## src/rtl/lfsr_msg_encryptor_pkg.sv

```systemverilog
// Shared types, constants and LFSR helpers for the message encryptor and its
// decrypt-side models.
// Contents: enc_state_t FSM states, PAD_CHAR, LFSR_PTRNS table, lfsr_step(), clamp_pre().
package lfsr_pkg;

  typedef enum logic [2:0] {
    S_IDLE,
    S_RD_PRE,
    S_RD_PTRN,
    S_RD_SEED,
    S_LATCH_SEED,
    S_RD_MSG,
    S_WR_MSG,
    S_DONE
  } enc_state_t;

  localparam logic [7:0] PAD_CHAR = 8'h20;

  // Known-good 7-bit tap patterns used by the program-3 flow.
  localparam logic [6:0] LFSR_PTRNS [9] = '{
    7'h60, 7'h48, 7'h78, 7'h72, 7'h6A, 7'h69, 7'h5C, 7'h7E, 7'h7B
  };

  // Shift left, feeding back the parity of the tapped bits into bit 0.
  function automatic logic [6:0] lfsr_step(input logic [6:0] s, input logic [6:0] ptrn);
    return {s[5:0], ^(s & ptrn)};
  endfunction

  // Clamp the raw pre_length into [lo, hi]; callers pass only the low nibble.
  function automatic logic [6:0] clamp_pre(input logic [7:0] raw, input int lo, input int hi);
    int r;
    r = int'(raw);
    if (r < lo) r = lo;
    else if (r > hi) r = hi;
    return 7'(r);
  endfunction

endpackage

```

## src/rtl/lfsr_msg_encryptor_if.sv

```systemverilog
// Control handshake and shared data-memory port of the encryptor.
// master: encryptor side (drives ack and DM strobes/address/wdata).
// slave:  top-level controller + memory side (drives req and dm_rdata).
interface lfsr_msg_encryptor_if;
  logic       req;
  logic       ack;
  logic [7:0] dm_addr;
  logic       dm_rd_en;
  logic [7:0] dm_rdata;
  logic       dm_wr_en;
  logic [7:0] dm_wdata;

  modport master (
    input  req, dm_rdata,
    output ack, dm_addr, dm_rd_en, dm_wr_en, dm_wdata
  );

  modport slave (
    output req, dm_rdata,
    input  ack, dm_addr, dm_rd_en, dm_wr_en, dm_wdata
  );
endinterface

```

## src/rtl/lfsr_msg_encryptor_lfsr7.sv

```systemverilog
// 7-bit Fibonacci-style LFSR with programmable taps, parallel load and step enable.
// Ports: clk, init (sync reset), load/seed (load wins over step), step/ptrn, lfsr_state.
// Latency: loaded or stepped value visible the cycle after the strobe.
module lfsr7
  import lfsr_pkg::*;
(
  input  logic       clk,
  input  logic       init,
  input  logic       load,
  input  logic [6:0] seed,
  input  logic       step,
  input  logic [6:0] ptrn,
  output logic [6:0] lfsr_state
);

  always_ff @(posedge clk) begin
    if (init) begin
      lfsr_state <= '0;
    end else if (load) begin
      lfsr_state <= seed;
    end else if (step) begin
      lfsr_state <= lfsr_step(lfsr_state, ptrn);
    end
  end

endmodule

```

## src/rtl/lfsr_msg_encryptor.sv

```systemverilog
// LFSR message encryptor: reads config + plaintext from data memory, prepends pad
// spaces, XORs (char - 0x20) with a 7-bit LFSR stream and writes OUT_LEN bytes back.
// Ports: clk, init (sync active-high reset), bus (lfsr_msg_encryptor_if.master: req/ack, DM port).
// Optional macro LFSR_PARITY_EN: enc[7] carries even parity of enc[6:0]; otherwise enc[7]=0.
module lfsr_msg_encryptor
  import lfsr_pkg::*;
#(
  parameter int MSG_BASE = 0,
  parameter int CFG_BASE = 61,
  parameter int OUT_BASE = 64,
  parameter int OUT_LEN  = 64,
  parameter int PRE_MIN  = 10,
  parameter int PRE_MAX  = 15
) (
  input  logic                  clk,
  input  logic                  init,
  lfsr_msg_encryptor_if.master  bus
);

  enc_state_t state, state_nxt;

  logic [6:0] pre;
  logic [6:0] ptrn;
  logic [6:0] idx;
  logic [6:0] lfsr_q;
  logic [6:0] seed_fix;
  logic [6:0] enc7;
  logic [7:0] plain;
  logic [7:0] enc;
  logic       lfsr_load;
  logic       lfsr_adv;
  logic       is_pad;

  // An all-zero LFSR would lock up, so a zero seed is replaced by 1.
  assign seed_fix = (bus.dm_rdata[6:0] == 7'h00) ? 7'h01 : bus.dm_rdata[6:0];

  // idx is stable across the RD_MSG/WR_MSG pair, so is_pad is valid in both.
  assign is_pad = (idx < pre);
  assign plain  = is_pad ? PAD_CHAR : bus.dm_rdata;
  assign enc7   = 7'(plain - PAD_CHAR) ^ lfsr_q;

`ifdef LFSR_PARITY_EN
  assign enc = {^enc7, enc7};
`else
  assign enc = {1'b0, enc7};
`endif

  lfsr7 u_lfsr (
    .clk        (clk),
    .init       (init),
    .load       (lfsr_load),
    .seed       (seed_fix),
    .step       (lfsr_adv),
    .ptrn       (ptrn),
    .lfsr_state (lfsr_q)
  );

  // State register plus config/counter capture. Read data arrives one cycle
  // after the strobe, so each config field is captured in the following state.
  always_ff @(posedge clk) begin
    if (init) begin
      state <= S_IDLE;
      pre   <= '0;
      ptrn  <= '0;
      idx   <= '0;
    end else begin
      state <= state_nxt;
      case (state)
        S_RD_PTRN:    pre  <= clamp_pre({4'h0, bus.dm_rdata[3:0]}, PRE_MIN, PRE_MAX);
        S_RD_SEED:    ptrn <= bus.dm_rdata[6:0];
        S_LATCH_SEED: idx  <= '0;
        S_WR_MSG:     idx  <= idx + 7'd1;
        default:      ;
      endcase
    end
  end

  // Next state and Moore outputs; everything idles at zero outside its state.
  always_comb begin
    state_nxt    = state;
    bus.ack      = 1'b0;
    bus.dm_addr  = 8'h00;
    bus.dm_rd_en = 1'b0;
    bus.dm_wr_en = 1'b0;
    bus.dm_wdata = 8'h00;
    lfsr_load    = 1'b0;
    lfsr_adv     = 1'b0;

    case (state)
      S_IDLE: begin
        if (!bus.req) state_nxt = S_RD_PRE;
      end
      S_RD_PRE: begin
        bus.dm_rd_en = 1'b1;
        bus.dm_addr  = 8'(CFG_BASE);
        state_nxt    = S_RD_PTRN;
      end
      S_RD_PTRN: begin
        bus.dm_rd_en = 1'b1;
        bus.dm_addr  = 8'(CFG_BASE + 1);
        state_nxt    = S_RD_SEED;
      end
      S_RD_SEED: begin
        bus.dm_rd_en = 1'b1;
        bus.dm_addr  = 8'(CFG_BASE + 2);
        state_nxt    = S_LATCH_SEED;
      end
      S_LATCH_SEED: begin
        lfsr_load = 1'b1;
        state_nxt = S_RD_MSG;
      end
      S_RD_MSG: begin
        // Pad positions need no memory access; the space is synthesised.
        if (!is_pad) begin
          bus.dm_rd_en = 1'b1;
          bus.dm_addr  = 8'(MSG_BASE) + {1'b0, idx - pre};
        end
        state_nxt = S_WR_MSG;
      end
      S_WR_MSG: begin
        bus.dm_wr_en = 1'b1;
        bus.dm_addr  = 8'(OUT_BASE) + {1'b0, idx};
        bus.dm_wdata = enc;
        lfsr_adv     = 1'b1;
        state_nxt    = (idx == 7'(OUT_LEN - 1)) ? S_DONE : S_RD_MSG;
      end
      S_DONE: begin
        bus.ack = 1'b1;
        if (bus.req) state_nxt = S_IDLE;
      end
      default: state_nxt = S_IDLE;
    endcase
  end

endmodule

```

## src/flat_wrapper.sv

```systemverilog
// flat-port wrapper written by rule: the top's interface ports become plain ports
module lfsr_msg_encryptor_flat import lfsr_pkg::*;
#(
  parameter int MSG_BASE = 0,
  parameter int CFG_BASE = 61,
  parameter int OUT_BASE = 64,
  parameter int OUT_LEN  = 64,
  parameter int PRE_MIN  = 10,
  parameter int PRE_MAX  = 15
)
  (clk, init, bus_req, bus_dm_rdata, bus_ack, bus_dm_addr, bus_dm_rd_en, bus_dm_wr_en, bus_dm_wdata);
  lfsr_msg_encryptor_if bus_i ();
  input  logic clk;
  input  logic init;
  input wire logic [$bits(bus_i.req)-1:0] bus_req;
  input wire logic [$bits(bus_i.dm_rdata)-1:0] bus_dm_rdata;
  output wire logic [$bits(bus_i.ack)-1:0] bus_ack;
  output wire logic [$bits(bus_i.dm_addr)-1:0] bus_dm_addr;
  output wire logic [$bits(bus_i.dm_rd_en)-1:0] bus_dm_rd_en;
  output wire logic [$bits(bus_i.dm_wr_en)-1:0] bus_dm_wr_en;
  output wire logic [$bits(bus_i.dm_wdata)-1:0] bus_dm_wdata;
  assign bus_i.req = bus_req;
  assign bus_i.dm_rdata = bus_dm_rdata;
  assign bus_ack = bus_i.ack;
  assign bus_dm_addr = bus_i.dm_addr;
  assign bus_dm_rd_en = bus_i.dm_rd_en;
  assign bus_dm_wr_en = bus_i.dm_wr_en;
  assign bus_dm_wdata = bus_i.dm_wdata;
  lfsr_msg_encryptor #(.MSG_BASE(MSG_BASE), .CFG_BASE(CFG_BASE), .OUT_BASE(OUT_BASE), .OUT_LEN(OUT_LEN), .PRE_MIN(PRE_MIN), .PRE_MAX(PRE_MAX)) u_core (.clk(clk), .init(init), .bus(bus_i));
endmodule
```

## config.mk

```make
export PLATFORM = sky130hd
export DESIGN_NAME = lfsr_msg_encryptor_flat
export DESIGN_NICKNAME = d
export VERILOG_FILES = /design/src/rtl/lfsr_msg_encryptor_pkg.sv /design/src/rtl/lfsr_msg_encryptor_if.sv /design/src/rtl/lfsr_msg_encryptor_lfsr7.sv /design/src/rtl/lfsr_msg_encryptor.sv /design/src/flat_wrapper.sv
export SDC_FILE = /design/constraint.sdc
export NUM_CORES = 1
export LEC_CHECK = 0
export ABC_AREA = 1
export CORE_MARGIN = 5
export CORE_UTILIZATION = 46
export DETAILED_ROUTE_END_ITERATION = 7
export PLACE_DENSITY = 0.66
export SETUP_SLACK_MARGIN = 0.1
export SLEW_MARGIN = 20
export SYNTH_ARGS = -nofsm -noshare
export SYNTH_HDL_FRONTEND = slang
export SYNTH_SLANG_ARGS = --single-unit
```

## constraint.sdc

```tcl
create_clock -name clk -period 4.5 [get_ports clk]
set_input_delay 0.9 -clock clk [delete_from_list [all_inputs] [get_ports clk]]
set_output_delay 0.9 -clock clk [all_outputs]
set_load 0.03 [all_outputs]
```

---- Yosys cells after proc, flatten, opt, wreduce, memory -nomap -nowiden ----
Cells that the tools add are included.
storage, ports and cells
  flip-flop bits (word level) ............. 31
  output and inout port bits .............. 19
  logic and storage cells ................. 48
cells by class
  add/subtract/negate cells ............... 4
  order comparisons ....................... 2
  equal/unequal tests ..................... 10
  multiplexer cells ....................... 18
  bitwise gates (word level) .............. 2
  reductions and logical operators ........ 7
operator list
  cell                   number
  $mux W7                6
  $pmux W8 S5            1
  $pmux W3 S8            1
  $pmux W7 S2            1
  $eq A3 B3 Y1 const B   4
  $add A7 B7 Y8 const A  1
  $add A7 B1 Y7 const B  1
  $and A7 B7 Y7          1
  $eq A7 B6 Y1 const B   1
  $logic_not A7 Y1       1
  $lt A7 B7 Y1           1
  $reduce_xor A7 Y1      1
  $sub A7 B6 Y7 const B  1
  $sub A7 B7 Y7          1
  $xor A7 B7 Y7          1
  $eq A3 B2 Y1 const B   2
  $mux W3                2
  $lt A4 B4 Y1 const B   1
  $mux W1                4
  $mux W4                1
  $ne A2 B2 Y1 const B   2
  $reduce_bool A2 Y1     2
  $eq A3 B1 Y1 const B   1
  $logic_not A3 Y1       1
  other kinds (4)        4

---- Longest topological paths before layout ----
  depth after elaboration ................. 5
  depth in mapped cells ................... 11
  depth with buffers taken out ............ 10

---- Cells and area by module ----
From an unflattened synthesis, not the netlist that was laid out.
unflattened totals
  cells, all modules ...................... 318
  area total of the unflattened synthesis .. 2058.2 um^2
modules (own cells, without submodules)
  module              times used  cells an instance  area each (um^2)  sequential area each (um^2)
  lfsr_msg_encryptor  1           233                1555.2            420.4
  lfsr7               1           85                 503.0             140.1

---- Worst setup path before layout ----
OpenSTA, ideal clock, no wires.
  kind .................................... reg-to-output
  from .................................... register u_core.idx[0]
  to ...................................... output port bus_dm_addr[6]
  arrival time ............................ 1795 ps
  data required time ...................... 3600 ps
  path slack .............................. 1805 ps
  stages on the path, launching flop included .. 9
  path buffers ............................ 0
  cells stage by stage .................... dfxtp_1 -> inv_1 -> ha_1 -> inv_1 -> fa_1 -> nand3_1 -> nand4_1 -> xor2_1 -> o21ai_1
between the ends
  word-level cells in the longest chain between the ends .. 3
ends and longest elaborated chain
  element                                        line                                                 source
  start, declared                                lfsr_msg_encryptor.sv:24                             logic [6:0] idx;
  start signal, assigned                         lfsr_msg_encryptor.sv:72                             S_WR_MSG: idx <= idx + 7'd1;
  $sub A7 B7 Y7 or $lt A7 B7 Y1 (tied branches)  lfsr_msg_encryptor.sv:116, lfsr_msg_encryptor.sv:38
  $mux W7                                        lfsr_msg_encryptor.sv:114                            if (!is_pad) begin
  $pmux W8 S5 (*)                                lfsr_msg_encryptor.sv:89                             case (state)
  end, declared                                  flat_wrapper.sv:18                                   output wire logic [$bits(bus_i.dm_addr)-1:0] bus_dm_addr;
Mark *: on every way between the ends. The rest lies on a longest branch, timed or not.

---- Worst setup path in the final report ----
  from .................................... register u_core.idx[2]
  to ...................................... output port bus_dm_wdata[3]
between the ends
  word-level cells in the longest chain between the ends .. 5
ends and longest elaborated chain
  element        line                      source
  $lt A7 B7 Y1   lfsr_msg_encryptor.sv:38  assign is_pad = (idx < pre);
  $mux W7        lfsr_msg_encryptor.sv:39  assign plain = is_pad ? PAD_CHAR : bus.dm_rdata;
  $sub A7 B6 Y7  lfsr_msg_encryptor.sv:40  assign enc7 = 7'(plain - PAD_CHAR) ^ lfsr_q;
  $xor A7 B7 Y7  lfsr_msg_encryptor.sv:40
  $mux W7        lfsr_msg_encryptor.sv:89
  end, declared  flat_wrapper.sv:21        output wire logic [$bits(bus_i.dm_wdata)-1:0] bus_dm_wdata;
No other way between the ends.

==> flow_summary.json <==
{
  "hold_viol_final": 0,
  "cp_num_buf_inv": 1,
  "powerDensity_nw_per_um2": 274.5,
  "hold_start": "u_core.pre[1]",
  "hp-class": "flop to flop",
  "ant_nets": 0,
  "cpMostUsedCell": "nand2_1",
  "fin_skew_ns": 0.004159,
  "via_per_inst": 5.159,
  "postCtsSetupRepairBufs": 0,
  "antenna_found_initial": 0,
  "drt_iter0_markers": 176,
  "num_vias": 1883,
  "path_depth": 9,
  "slew_headroom_pct": 47.42,
  "first_global_vias": 1742,
  "cts_hold_repair.buffers": 0,
  "rrSetupSlack_ns": 2.79,
  "cp_slowest_stage_delay_ns": 0.69,
  "rsz0062_at_grt": "false",
  "async_flop_share_pct": 0,
  "synthesis.area_um2": 1899,
  "overflow": 0,
  "synthToLayoutAreaGrowth_pct": 17.85,
  "reg2reg_from": "u_core.state[0]",
  "cts.repair.resized": 0,
  "whs_path_depth": 2,
  "cts_tree": "built",
  "clock-sinks": 28,
  "post-route-min-period_ns": 3.649,
  "portBuffers": 27,
  "avgRoutedWirePerCell_um": 12.84,
  "ys_seq_area_share_pct": 29.51,
  "ys_top_cells_by_count": "nand2_1 (72), nor2_1 (34), inv_1 (32)",
  "cap_viol_max_count": 0,
  "synth_edf_count": 0,
  "synth_top_area_share_pct": 29.51,
  "worst_setup_path_start_kind": "flop",
  "synth_ff_type": "dfxtp_1",
  "synth.most_common_cell": "nand2_1",
  "drtPass1Iterations": 4,
  "setup_viol": 0,
  "crit_required_ns": 3.60,
  "yosys_warnings": 0,
  "wirelength_mm": 4.685,
  "min_to": "u_core.pre[1]",
  "ys_ff_latch": 28,
  "finalNonFillerCells": 365,
  "maxSlewViolCount": 0,
  "drive_above_1_share_pct": 6.032,
  "cp_top_family": "simple AND/OR/NAND/NOR gates",
  "crit_slowest_cell": "clkdlybuf4s50_1",
  "peakVddDrop_uv": 234.3,
  "synth_top_area_cell": "dfxtp_1",
  "synth_area_leaders": "dfxtp_1 (30%), nand2_1 (14%), a21oi_1 (7.1%)",
  "critPathKind": "flop to output port",
  "postLayoutCoreUtil_pct": 55.96,
  "ctsRootBufferMaster": "clkbuf_8",
  "dp.cells": 361,
  "n_antenna_cell": 0,
  "cts_made_buffers": 3,
  "drc": 0,
  "worstPathArrival_ns": 2.75,
  "num_rows": 23,
  "setup_tns_ns": 0,
  "die_y_um": 74.26,
  "clockBufferDepth": 2,
  "fmax_mhz": 274.0,
  "design_area_um2": 2238,
  "htree_levels": 1,
  "final_nets": 333,
  "track_usage_pct": 18.34,
  "die_x_um": 74.26,
  "hpwl_mm": 3.473,
  "synthCells": 293,
  "critical_path.cell_chain": "ha_1 > a21oi_2 > nand2_1 > nand2_1 > nand3_2 > nand3_1 > nand2_1 > nor2_1 > clkdlybuf4s50_1",
  "ff2ff_path_depth": 5,
  "core_um2": 4000,
  "clk_latency_ns": 0.28,
  "clkTransAtPathRegs_ns": 0.10,
  "io_pins": 30,
  "globalplace.congestion": 0.8585,
  "avgSynthCellArea_um2": 6.482,
  "outcome": "completed",
  "end_kind": "output port",
  "grt_pass1_wl_mm": 7.976,
  "synth_cell_types": 36,
  "start_util_pct": 47.48,
  "leakage_nw": 0.9334,
  "syn-num-nets": 310,
  "dieArea_um2": 5514,
  "tightest_slew_ns": 0.7858,
  "fin_crit_sh_pct": 81.09,
  "cp_max_fo": 17,
  "dpl_cell_area_um2": 2167,
  "reg2reg_to": "u_core.ptrn[1]",
  "grt_start_max_net_pins": 22
}
==> registers in the layout (all words and copies together), names as in the netlist <==
name                      count
u_core.pre                    4
u_core.ptrn                   7
u_core.idx                    7
u_core.u_lfsr.lfsr_state      7
u_core.state                  3
==> layer usage <==
metal	up-vias	global-route usage, %	part of all wire [%]
li1	1003	-	-
met1	828	25.45	48
met2	48	30.22	45
met3	4	3.108	6.0
met4	0	3.557	0.62
met5	-	0	0
==> report_power, final <==
group          total (mW)  switching [mW]  internal [mW]
registers           0.265         0.00830          0.257
logic               0.147          0.0916         0.0558
clock network       0.202          0.0823          0.119
total               0.614           0.182          0.432
==> kinds of logic after synthesis <==
| kind of cell | count (synthesis) | synth area share, % |
|---|---|---|
| adders and majority gates | 6 | 4.348 |
| AOI/OAI and AO/OA | 64 | 19.04 |
| DFF | 28 | 29.51 |
| and+or+nand+nor | 145 | 34.39 |
| other | 1 | 0.1974 |
| buffers and inverters | 45 | 10.67 |
| xor gates and xnor gates | 4 | 1.845 |
==> stage by stage <==
stage	hold slack (ns)	power (mW)	setup slack [ns]
after floorplan	0.4393	0.3751	1.805
after global routing	0.5098	0.6500	0.5859
after CTS	0.4753	0.6218	0.8088
after detailed placement	0.4600	0.4191	1.124
after global placement	0.4543	0.4175	1.134
final	0.4781	0.6144	0.8508
==> tightest hold or removal path, stage by stage (launching register included) <==
cell,delay [ns]
dfxtp_1,0.32
nand2_1,0.06
a21oi_1,0.05
==> worst max-delay path by stage <==
stage,from,to
2_1_floorplan,u_core.idx[0],bus_dm_addr[6]
3_3_place_gp,bus_dm_rdata[6],bus_dm_wdata[6]
3_5_place_dp,bus_dm_rdata[6],bus_dm_wdata[6]
4_1_cts,u_core.idx[2],bus_dm_wdata[3]
5_1_grt,u_core.idx[2],bus_dm_addr[0]
6_report,u_core.idx[2],bus_dm_wdata[3]
==> cell usage in the layout (no fill, tap or decap), drive strengths merged, types with 2 or more instances in the layout <==
master / n
nand4: 6
dfxtp: 28
a31oi: 2
nor2: 37
clkbuf: 3
o21bai: 4
xor2: 2
o21a: 2
o21ai: 22
clkdlybuf4s50: 27
inv: 36
o221ai: 2
o22ai: 2
nand3: 27
a21oi: 29
ha: 5
nand2: 74
xnor2: 2
==> layout make-up <==
class / count / area (µm²)
flip-flops and latches: 28 / 560.5
multi-input cells: 220 / 1136
fillers: 388 / 1762
inverters: 36 / 137.6
clock inverters: 1 / 30.03
well taps: 50 / 62.56
clock buffers: 3 / 41.29
repair buffers: 27 / 270.3
Power figures use the tool's default switching activity.
